`config.mk`:
```
export PLATFORM = sky130hd
export DESIGN_NAME = vector_dot_product_pmc
export DESIGN_NICKNAME = d
export VERILOG_FILES = /design/src/rtl/vdp_pkg.sv /design/src/rtl/vdp_lane_tree.sv /design/src/rtl/vector_dot_product_pmc.sv
export SDC_FILE = /design/constraint.sdc
export NUM_CORES = 2
export LEC_CHECK = 0
export CELL_PAD_IN_SITES_DETAIL_PLACEMENT = 1
export CELL_PAD_IN_SITES_GLOBAL_PLACEMENT = 2
export CORE_MARGIN = 5
export CORE_UTILIZATION = 42
export CTS_BUF_LIST = sky130_fd_sc_hd__clkbuf_16
export DETAILED_ROUTE_END_ITERATION = 7
export PLACE_DENSITY_LB_ADDON = 0.2
export SETUP_SLACK_MARGIN = 0.02
export SYNTH_ARGS = -nofsm -noshare
export SYNTH_HDL_FRONTEND = slang
export SYNTH_HIERARCHICAL = 1
export SYNTH_SLANG_ARGS = --single-unit
```
`constraint.sdc`:
```
create_clock -name clk -period 17.4 [get_ports clk]
set_clock_uncertainty 0.2 [all_clocks]
set_input_delay 3.48 -clock clk [delete_from_list [all_inputs] [get_ports clk]]
set_output_delay 3.48 -clock clk [all_outputs]
set_load 0.005 [all_outputs]
```
`src/rtl/vdp_pkg.sv`:
```
// Shared types and elaboration-time helpers for the vector dot-product engine.
// Latency: none (types and constant functions only). Backpressure: not applicable.
package vdp_pkg;

  typedef enum logic [1:0] {
    IDLE = 2'd0,
    RUN  = 2'd1,
    DONE = 2'd2
  } state_e;

  function automatic int beats(input int vector_size, input int lanes);
    return (vector_size + lanes - 1) / lanes;
  endfunction

  // Wide enough that summing every product of the vector can never wrap.
  function automatic int acc_width(input int data_width, input int vector_size);
    return 2 * data_width + $clog2(vector_size) + 1;
  endfunction

endpackage

```
`src/rtl/vdp_lane_tree.sv`:
```
// One multiplier per lane and the sum of their products for a single beat.
// Latency: combinational. Backpressure: none, the result follows the operand slice.
module vdp_lane_tree #(
  parameter int DATA_WIDTH = 31,
  parameter int LANES      = 1,
  parameter int SUM_W      = 65
) (
  input  logic [LANES*DATA_WIDTH-1:0] a_i,
  input  logic [LANES*DATA_WIDTH-1:0] b_i,
  input  logic                        signed_mode_i,
  output logic signed [SUM_W-1:0]     sum_o
);

  localparam int PROD_W = 2 * DATA_WIDTH + 2;

  logic signed [PROD_W-1:0] prod [LANES];

  for (genvar l = 0; l < LANES; l++) begin : g_lane
    logic signed [DATA_WIDTH:0] ax;
    logic signed [DATA_WIDTH:0] bx;
    // One extra bit lets the same signed multiplier serve both modes.
    assign ax = {signed_mode_i & a_i[l*DATA_WIDTH+DATA_WIDTH-1], a_i[l*DATA_WIDTH +: DATA_WIDTH]};
    assign bx = {signed_mode_i & b_i[l*DATA_WIDTH+DATA_WIDTH-1], b_i[l*DATA_WIDTH +: DATA_WIDTH]};
    assign prod[l] = ax * bx;
  end

  // Every product fits in SUM_W, so narrowing here never loses value.
  always_comb begin
    sum_o = '0;
    for (int l = 0; l < LANES; l++) begin
      sum_o = sum_o + SUM_W'(prod[l]);
    end
  end

endmodule

```
`src/rtl/vector_dot_product_pmc.sv`:
```
// Multi-cycle dot product, LANES products per beat, with saturating/wrapping result fit.
// Latency: valid BEATS+1 edges after start is sampled. Backpressure: start ignored while busy.
module vector_dot_product_pmc
  import vdp_pkg::*;
#(
  parameter int VECTOR_SIZE  = 4,
  parameter int DATA_WIDTH   = 31,
  parameter int RESULT_WIDTH = 31,
  parameter int LANES        = 1,
  parameter int SATURATE     = 1
) (
  input  logic                              clk,
  input  logic                              reset,
  input  logic                              start,
  input  logic                              signed_mode,
  input  logic [VECTOR_SIZE*DATA_WIDTH-1:0] vec1,
  input  logic [VECTOR_SIZE*DATA_WIDTH-1:0] vec2,
  output logic [RESULT_WIDTH-1:0]           result,
  output logic                              valid,
  output logic                              busy,
  output logic                              overflow
);

  localparam int BEATS   = beats(VECTOR_SIZE, LANES);
  localparam int ACC_W   = acc_width(DATA_WIDTH, VECTOR_SIZE);
  localparam int SLICE_W = LANES * DATA_WIDTH;
  localparam int OP_W    = BEATS * SLICE_W;
  localparam int CNT_W   = $clog2(BEATS + 1);
  localparam int CMP_W   = (ACC_W > RESULT_WIDTH + 1) ? ACC_W : RESULT_WIDTH + 1;

  localparam logic signed [CMP_W-1:0] ONE  = 1;
  localparam logic signed [CMP_W-1:0] ZERO = 0;
  localparam logic signed [CMP_W-1:0] SMAX = (ONE <<< (RESULT_WIDTH - 1)) - ONE;
  localparam logic signed [CMP_W-1:0] SMIN = -(ONE <<< (RESULT_WIDTH - 1));
  localparam logic signed [CMP_W-1:0] UMAX = (ONE <<< RESULT_WIDTH) - ONE;

  state_e state_q, state_d;

  logic [OP_W-1:0]          opa_q, opa_d;
  logic [OP_W-1:0]          opb_q, opb_d;
  logic                     mode_q, mode_d;
  logic signed [ACC_W-1:0]  acc_q, acc_d;
  logic [CNT_W-1:0]         cnt_q, cnt_d;
  logic [RESULT_WIDTH-1:0]  result_q, result_d;
  logic                     ovf_q, ovf_d;

  logic                     accept;
  logic                     acc_done;
  logic signed [ACC_W-1:0]  part_sum;
  logic signed [CMP_W-1:0]  acc_x, hi, lo, clamped;
  logic [RESULT_WIDTH-1:0]  fit_res;
  logic                     fit_ovf;

  assign accept   = start && (state_q != RUN);
  assign acc_done = (cnt_q == CNT_W'(BEATS));

  // ---------------- FSM ----------------
  always_ff @(posedge clk or negedge reset) begin
    if (!reset) begin
      state_q <= IDLE;
    end else begin
      state_q <= state_d;
    end
  end

  always_comb begin
    state_d = state_q;
    unique case (state_q)
      IDLE:    if (start)    state_d = RUN;
      RUN:     if (acc_done) state_d = DONE;
      DONE:    if (start)    state_d = RUN;
      default:               state_d = IDLE;
    endcase
  end

  always_comb begin
    busy  = (state_q == RUN);
    valid = (state_q == DONE);
  end

  // ---------------- datapath ----------------
  // The operand latches shift down one beat at a time, so the tree always reads the low slice.
  vdp_lane_tree #(
    .DATA_WIDTH (DATA_WIDTH),
    .LANES      (LANES),
    .SUM_W      (ACC_W)
  ) u_tree (
    .a_i           (opa_q[SLICE_W-1:0]),
    .b_i           (opb_q[SLICE_W-1:0]),
    .signed_mode_i (mode_q),
    .sum_o         (part_sum)
  );

  // Range check runs in a width that holds both the accumulator and the widest limit.
  always_comb begin
    acc_x   = CMP_W'(acc_q);
    hi      = mode_q ? SMAX : UMAX;
    lo      = mode_q ? SMIN : ZERO;
    fit_ovf = (acc_x > hi) || (acc_x < lo);
    clamped = acc_x;
    if (SATURATE != 0) begin
      if (acc_x > hi) begin
        clamped = hi;
      end else if (acc_x < lo) begin
        clamped = lo;
      end
    end
    fit_res = clamped[RESULT_WIDTH-1:0];
  end

  always_comb begin
    opa_d    = opa_q;
    opb_d    = opb_q;
    mode_d   = mode_q;
    acc_d    = acc_q;
    cnt_d    = cnt_q;
    result_d = result_q;
    ovf_d    = ovf_q;
    if (accept) begin
      // Zero padding beyond VECTOR_SIZE makes the surplus lanes of the last beat add nothing.
      opa_d  = OP_W'(vec1);
      opb_d  = OP_W'(vec2);
      mode_d = signed_mode;
      acc_d  = '0;
      cnt_d  = '0;
      ovf_d  = 1'b0;
    end else if (state_q == RUN) begin
      if (!acc_done) begin
        acc_d = acc_q + part_sum;
        cnt_d = cnt_q + CNT_W'(1);
        opa_d = opa_q >> SLICE_W;
        opb_d = opb_q >> SLICE_W;
      end else begin
        result_d = fit_res;
        ovf_d    = fit_ovf;
      end
    end
  end

  always_ff @(posedge clk or negedge reset) begin
    if (!reset) begin
      opa_q    <= '0;
      opb_q    <= '0;
      mode_q   <= 1'b0;
      acc_q    <= '0;
      cnt_q    <= '0;
      result_q <= '0;
      ovf_q    <= 1'b0;
    end else begin
      opa_q    <= opa_d;
      opb_q    <= opb_d;
      mode_q   <= mode_d;
      acc_q    <= acc_d;
      cnt_q    <= cnt_d;
      result_q <= result_d;
      ovf_q    <= ovf_d;
    end
  end

  assign result   = result_q;
  assign overflow = ovf_q;

endmodule

```
==> Yosys cells after proc, flatten, opt, wreduce, memory -nomap -nowiden <==
Cells that the tools add are included.
W data, S select, Z words.
{ "classes": {"addsub": 2, "multipliers": 1, "n_lt_le_gt_ge": 2, "eq_ne": 7, "n_mux": 22, "bitwise_logic": 3, "n_reduce_logical": 10} }
{ "op_table": {"columns": ["op", "n"], "rows": [
  ["$mux W124", 6],
  ["$mux W65", 4],
  ["$mux W31", 3],
  ["$add A65 B64 Y65", 1],
  ["$gt A65 B32 Y1", 1],
  ["$lt A65 B65 Y1", 1],
  ["$mul A32 B32 Y64", 1],
  ["$mux W3", 3],
  ["$ne A2 B1 Y1 const B", 3],
  ["$reduce_and A2 Y1", 3],
  ["$mux W2", 2],
  ["$pmux W2 S2", 1],
  ["$reduce_bool A2 Y1", 2],
  ["$add A3 B1 Y3 const B", 1],
  ["$eq A3 B3 Y1 const B", 1],
  ["$mux W1", 3],
  ["$reduce_and A3 Y1", 1],
  ["$and A1 B1 Y1", 2],
  ["$eq A2 B1 Y1 const B", 1],
  ["$eq A2 B2 Y1 const B", 1],
  ["$logic_not A2 Y1", 1],
  ["$ne A2 B2 Y1 const B", 1],
  ["$reduce_or A2 Y1", 1],
  ["$logic_and A1 B1 Y1", 1],
  ["other kinds (2)", 2]
]} }
{ "word_totals": {"reg_bits": 351, "in_bits": 252, "out_inout_bits": 34, "word_cells": 55} }

==> Logic depth before layout (Yosys ltp) <==
{ "logic_depth": {"ltp_word": 6, "depth_mapped": 44, "mapped_depth_nobuf": 40} }

==> Hierarchy <==
The synthesis kept the hierarchy.
{ "by_module_without_submodules": {"columns": ["mod", "n_inst", "cells_each", "area_per_inst_um2", "seq_area_each_um2"], "rows": [
  ["vdp_lane_tree", 1, 3960, 36075.8, 0.0],
  ["vector_dot_product_pmc", 1, 2038, 18494.0, 8783.4]
]} }

==> Worst setup path before layout <==
Ideal clock, no wire load.
{ "synth_path": {"path_kind": "reg2reg", "start": "register opa_q[30]", "end": "register acc_q[63]", "setup_time_ns": 0.123, "arrival_time_ns": 9.892, "required_ns": 17.077, "slack_ns": 7.185, "stages_incl_launch_ff": 41, "n_path_buf": 4, "period_less_slack_ns": 10.215, "path_cell_list": "dfrtp_1 > clkbuf_1 > and2_1 > clkbuf_1 > buf_1 > nand2_1 > inv_1 > fa_1 > inv_1 > fa_1 > inv_1 > fa_1 > fa_1 > inv_1 > fa_1 > inv_1 > fa_1 > fa_1 > [5 not listed] > a21oi_1 > inv_1 > o21ai_0 > a31oi_2 > o21ai_0 > nand2_1 > xor2_1 > ha_1 > nand2_1 > nor2_1 > o31ai_1 > a21oi_1 > a211o_1 > a221o_1 > a221o_1 > a41oi_1 > xor2_1 > o21ai_1"} }
{ "synth_via": {"elab_chain_len": 6} }
{ "synth_rtl": {"columns": ["item", "line", "text"], "rows": [
  ["start: declaration", "vector_dot_product_pmc.sv:39", "logic [OP_W-1:0] opa_q, opa_d;"],
  ["start signal: assignment", "vector_dot_product_pmc.sv:150", "opa_q <= opa_d;"],
  ["$and A1 B1 Y1", "vdp_lane_tree.sv:22", "assign ax = {signed_mode_i & a_i[l*DATA_WIDTH+DATA_WIDTH-1], a_i[l*DATA_WIDTH +: DATA_WIDTH]};"],
  ["$mul A32 B32 Y64 (*)", "vdp_lane_tree.sv:24", "assign prod[l] = ax * bx;"],
  ["via part_sum[53]", "vector_dot_product_pmc.sv:49", "logic signed [ACC_W-1:0] part_sum;"],
  ["$add A65 B64 Y65 (*)", "vector_dot_product_pmc.sv:129", "acc_d = acc_q + part_sum;"],
  ["$mux W65 (*)", "vector_dot_product_pmc.sv:128", "if (!acc_done) begin"],
  ["$mux W65 (*)", "vector_dot_product_pmc.sv:127", "end else if (state_q == RUN) begin"],
  ["$mux W65 (*)", "vector_dot_product_pmc.sv:119", "if (accept) begin"],
  ["end signal: assignment", "vector_dot_product_pmc.sv:145", "acc_q <= '0;"],
  ["end signal: assignment", "vector_dot_product_pmc.sv:153", "acc_q <= acc_d;"],
  ["end: declaration", "vector_dot_product_pmc.sv:42", "logic signed [ACC_W-1:0] acc_q, acc_d;"]
]} }
The timed path passes the listed nets; every way through them passes the cells marked *. The select of a mux whose other input is x is not followed.
A chain may end at the register's enable or synchronous reset.

==> Worst setup path in the final report <==
{ "layout_path": {"start": "register opb_q[17]", "end": "register acc_q[60]"} }
{ "layout_via": {"elab_chain_len": 5} }
{ "layout_rtl": {"columns": ["item", "line", "text"], "rows": [
  ["start: declaration", "vector_dot_product_pmc.sv:40", "logic [OP_W-1:0] opb_q, opb_d;"],
  ["start signal: assignment", "vector_dot_product_pmc.sv:151", "opb_q <= opb_d;"],
  ["$mul A32 B32 Y64", "vdp_lane_tree.sv:24", null],
  ["via part_sum[37]", "vector_dot_product_pmc.sv:49", null],
  ["$add A65 B64 Y65", "vector_dot_product_pmc.sv:129", null],
  ["$mux W65", "vector_dot_product_pmc.sv:128", null],
  ["$mux W65", "vector_dot_product_pmc.sv:127", null],
  ["$mux W65", "vector_dot_product_pmc.sv:119", null]
]} }
The timed path passes the listed nets, and every way through them passes these cells. The select of a mux whose other input is x is not followed.

==> reports/results.env <==
MAX-SLEW-MARGIN-REL_PCT=7.55
NETLIST_AREA_UM2=54600
DRTPASS1ITERATIONS=5
DR_TOTAL_VIAS=41900
HOLD_VIOL_FINAL=0
CRITPATHKIND='flip-flop to flip-flop'
FINALWEIGHTEDCONGESTION=0.884
POST-CTS-SETUP-BUFFER-COUNT=0
CRITPATHCAPTURETYPE='flip-flop'
MAX_CLOCK_BUF_DEPTH=3
CORE_AREA_UM2=129000
TIGHTESTPINTRANSITION_NS=1.39
R2R_END='acc_q[60]'
ROUTE.DETAILED.WL_PER_INST_UM=22.3
WORSTSKEWPAIRLATENCY_NS=0.62
GLOBALROUTETOTALUTIL_PCT=26.1
CTS_HTREE_LEVELS=2
SYNTH_SEQ_AREA_SHARE_PCT=16.1
LAYOUT.CORE_UTILIZATION_PCT=46.8
STATUS='completed'
WORST_EP_REQUIRED_TIME_NS=17.67
INITIAL_CORE_UTIL_PCT=42.2
SYNTHESIS.NETS=7619
DIEWIDTH_UM=370
SYNTH.FF_LATCH_COUNT=351
YOSYS.CELL_COUNT.TOP_TYPE='sky130_fd_sc_hd__nand2_1'
FLOORPLAN.DIE.HEIGHT_UM=370
VIAS_PER_CELL=5.32
BUFFER_PORTS.INSERTED=285
WORSTPATHMAXFANOUT=23
GRT_PASS1_WL_UM=281000
TIMING.FMAX_MHz=84.7
ASYNCSETRESETFLOPFRACSYNTH_PCT=100
WORSTPATHBUFFERINVERTERCOUNT=7
FINALINSTANCEAREA_UM2=60600
ROUTED_WL_UM=175000
CLKTRANSATPATHREGS_NS=0.06
SYNTH_ENABLE_FLOP_CELLS=0
SYNTHDOMINANTAREACELLTYPE='sky130_fd_sc_hd__fa_1'
FINAL_MAX_SLEW_VIOL_COUNT=0
CTS_ROOT_BUF='sky130_fd_sc_hd__clkbuf_16'
TIMING.CRITICAL_PATH.MODE_CELL='sky130_fd_sc_hd__fa_1'
YOSYS-TOP-CELLS-COUNT='sky130_fd_sc_hd__nand2_1 (1220), sky130_fd_sc_hd__inv_1 (1104), sky130_fd_sc_hd__fa_1 (1083)'
REG2REG_SETUP_SLACK_NS=5.60
NETS=7714
NUMBER_OF_GLOBAL_ROUTE_VIAS_BEFORE_REPAIR=48300
GRT_MAX_DEGREE=197
CPPEAKSTAGEDELAY_NS=0.68
SYNTH_FF_TYPE='sky130_fd_sc_hd__dfrtp_1'
R2R.WORST_PATH.CELLS=36
DIE_OUTLINE_AREA_UM2=137000
SYN_TO_FINAL_GROWTH_PCT=11.0
SYNTH.AREA.TOP_CELLS='sky130_fd_sc_hd__fa_1 (40%), sky130_fd_sc_hd__dfrtp_1 (16%), sky130_fd_sc_hd__nand2_1 (8.4%), sky130_fd_sc_hd__inv_1 (7.6%), sky130_fd_sc_hd__ha_1 (6.6%)'
CRITPATHSLOWESTCELL='sky130_fd_sc_hd__o311ai_0'
SYNTH_CELLS=5998
DRT.ANTENNA.VIOLATING_NETS=0
WORSTSETUPSTARTPOINTTYPE='flip-flop'
CRITICAL-PATH-TOP-DELAY-FAMILY='adder cells'
CTS_TREE='built'
WORSTREG2REGSTART='opb_q[17]'
SYNTHDISTINCTLIBCELLS=85
GRT_OVERFLOW=0
CTS_RESIZED=0
SYNTH_TOP_CELL_AREA_SHARE_PCT=39.7
MIN_PATH_CELLS=2
NUMBER_OF_BUFFERS_ADDED_BY_THE_CLOCK_TREE_SYNTHESIS_STEP=44
DETAIL_ROUTE.DRC_VIOLATIONS=0
DRV.MAX_CAP_VIOLATION_COUNT=0
MIN_PERIOD_NS=11.80
PLACE_AREA_UM2=59000
IOS=286
DRIVE_ABOVE_1_SHARE_PCT=3.62
SETUP_VIOLATIONS=0
HOLDCRITSTARTPOINT='opa_q[71]'
CORE.ROWCOUNT=132
HOLD_END='opa_q[71]'
TNS_SETUP_NS=0
ARRIVAL_NS=12.07
POSTCTSHOLDBUFS=0
DRTITER0DRC=2171
WORSTHOLDPATHTYPE='flip-flop to flip-flop'
POST-ROUTE-PERIOD-UTIL_PCT=67.8
PLACE.DETAILED.HPWL_UM=138000
YOSYSWARNINGCOUNT=6
TRITONCTS_NUM_SINKS=351
RSZ0062_AT_GRT='false'
AVG_CELL_AREA_SYN_UM2=9.10
ANTENNA_VIOLATIONS_BEFORE_REPAIR=23
## worst max path at each step
stage	startpoint	to	slack, ns	cells after the start
after global routing	mode_q	acc_q[63]	5.15	37
final	opb_q[17]	acc_q[60]	5.60	36
after global placement	opb_q[17]	acc_q[60]	5.86	36
after floorplan	opa_q[30]	acc_q[63]	7.18	40
after CTS	opa_q[15]	acc_q[60]	5.74	36
after detailed placement	mode_q	acc_q[63]	5.78	37
## registers in the layout, summed over array words and instances, names as in the netlist
register,cells
opa_q,124
opb_q,124
acc_q,65
result,31
cnt_q,3
state_q,2
mode_q,1
overflow,1
## through the flow
| step | hold slack, ns | setup slack [ns] | instances |
|---|---|---|---|
| final | 0.272 | 5.60 | 7877 |
| after global routing | 0.286 | 5.15 | 7871 |
| after CTS | 0.278 | 5.74 | 7871 |
| after detailed placement | 0.263 | 5.78 | 7789 |
| after global placement | 0.258 | 5.86 | 7789 |
| after floorplan | 0.244 | 7.18 | 5998 |
## tightest hold or removal path: stages, from the launching register on
cell and delay, ns:
sky130_fd_sc_hd__dfrtp_1 0.34, sky130_fd_sc_hd__nand2_1 0.05, sky130_fd_sc_hd__nand2_1 0.05
## cell type report
cell class	count	area [µm²]
Multi-Input combinational cell	4218	40400
Antenna cell	6	15.0
Clock buffer	44	1100
Tap cell	1742	2180
Sequential cell	351	8790
Timing Repair Buffer	374	3550
Clock inverter	38	404
Inverter	1104	4140
Fill cell	14900	68700
## cells in the final DEF (no fill, tap or decap), types with 69 or more instances in the layout
cell type	netlist	layout
sky130_fd_sc_hd__a22oi_1	149	149
sky130_fd_sc_hd__fa_1	1083	1083
sky130_fd_sc_hd__xnor2_1	90	90
sky130_fd_sc_hd__nor2_1	180	176
sky130_fd_sc_hd__o21ai_0	124	124
sky130_fd_sc_hd__and2_1	330	330
sky130_fd_sc_hd__inv_1	1104	1108
sky130_fd_sc_hd__dfrtp_1	351	346
sky130_fd_sc_hd__ha_1	286	286
sky130_fd_sc_hd__nand2_1	1220	1218
sky130_fd_sc_hd__a21oi_1	186	185
sky130_fd_sc_hd__a21o_1	69	69
sky130_fd_sc_hd__clkdlybuf4s50_1	0	284
sky130_fd_sc_hd__buf_4	2	87
## kinds of logic (layout without fill, tap and decap cells)
logic type	after synthesis	after routing	share of synthesized area (%)
and+or+nand+nor	1909	1909	15.4
buffers and inverters	1429	1560	9.98
adders and majority gates	1369	1369	46.3
AOI/OAI and AO/OA	807	807	10.1
DFF	351	351	16.1
xor gates and xnor gates	131	131	2.10
muxes	2	2	0.0367
other	0	6	0
## layer usage
layer,part of all wire [%],wire [µm],global-route usage (%),vias up
li1,-,-,-,18600
met1,41,72800,33.1,22200
met2,51,89400,46.9,842
met3,5.0,8680,4.57,234
met4,2.5,4320,5.72,30
met5,0.11,196,0,-
Power is left out: the tool's default activity adds up to more than one toggle a clock period on the data nets, which glitch-free logic cannot reach.
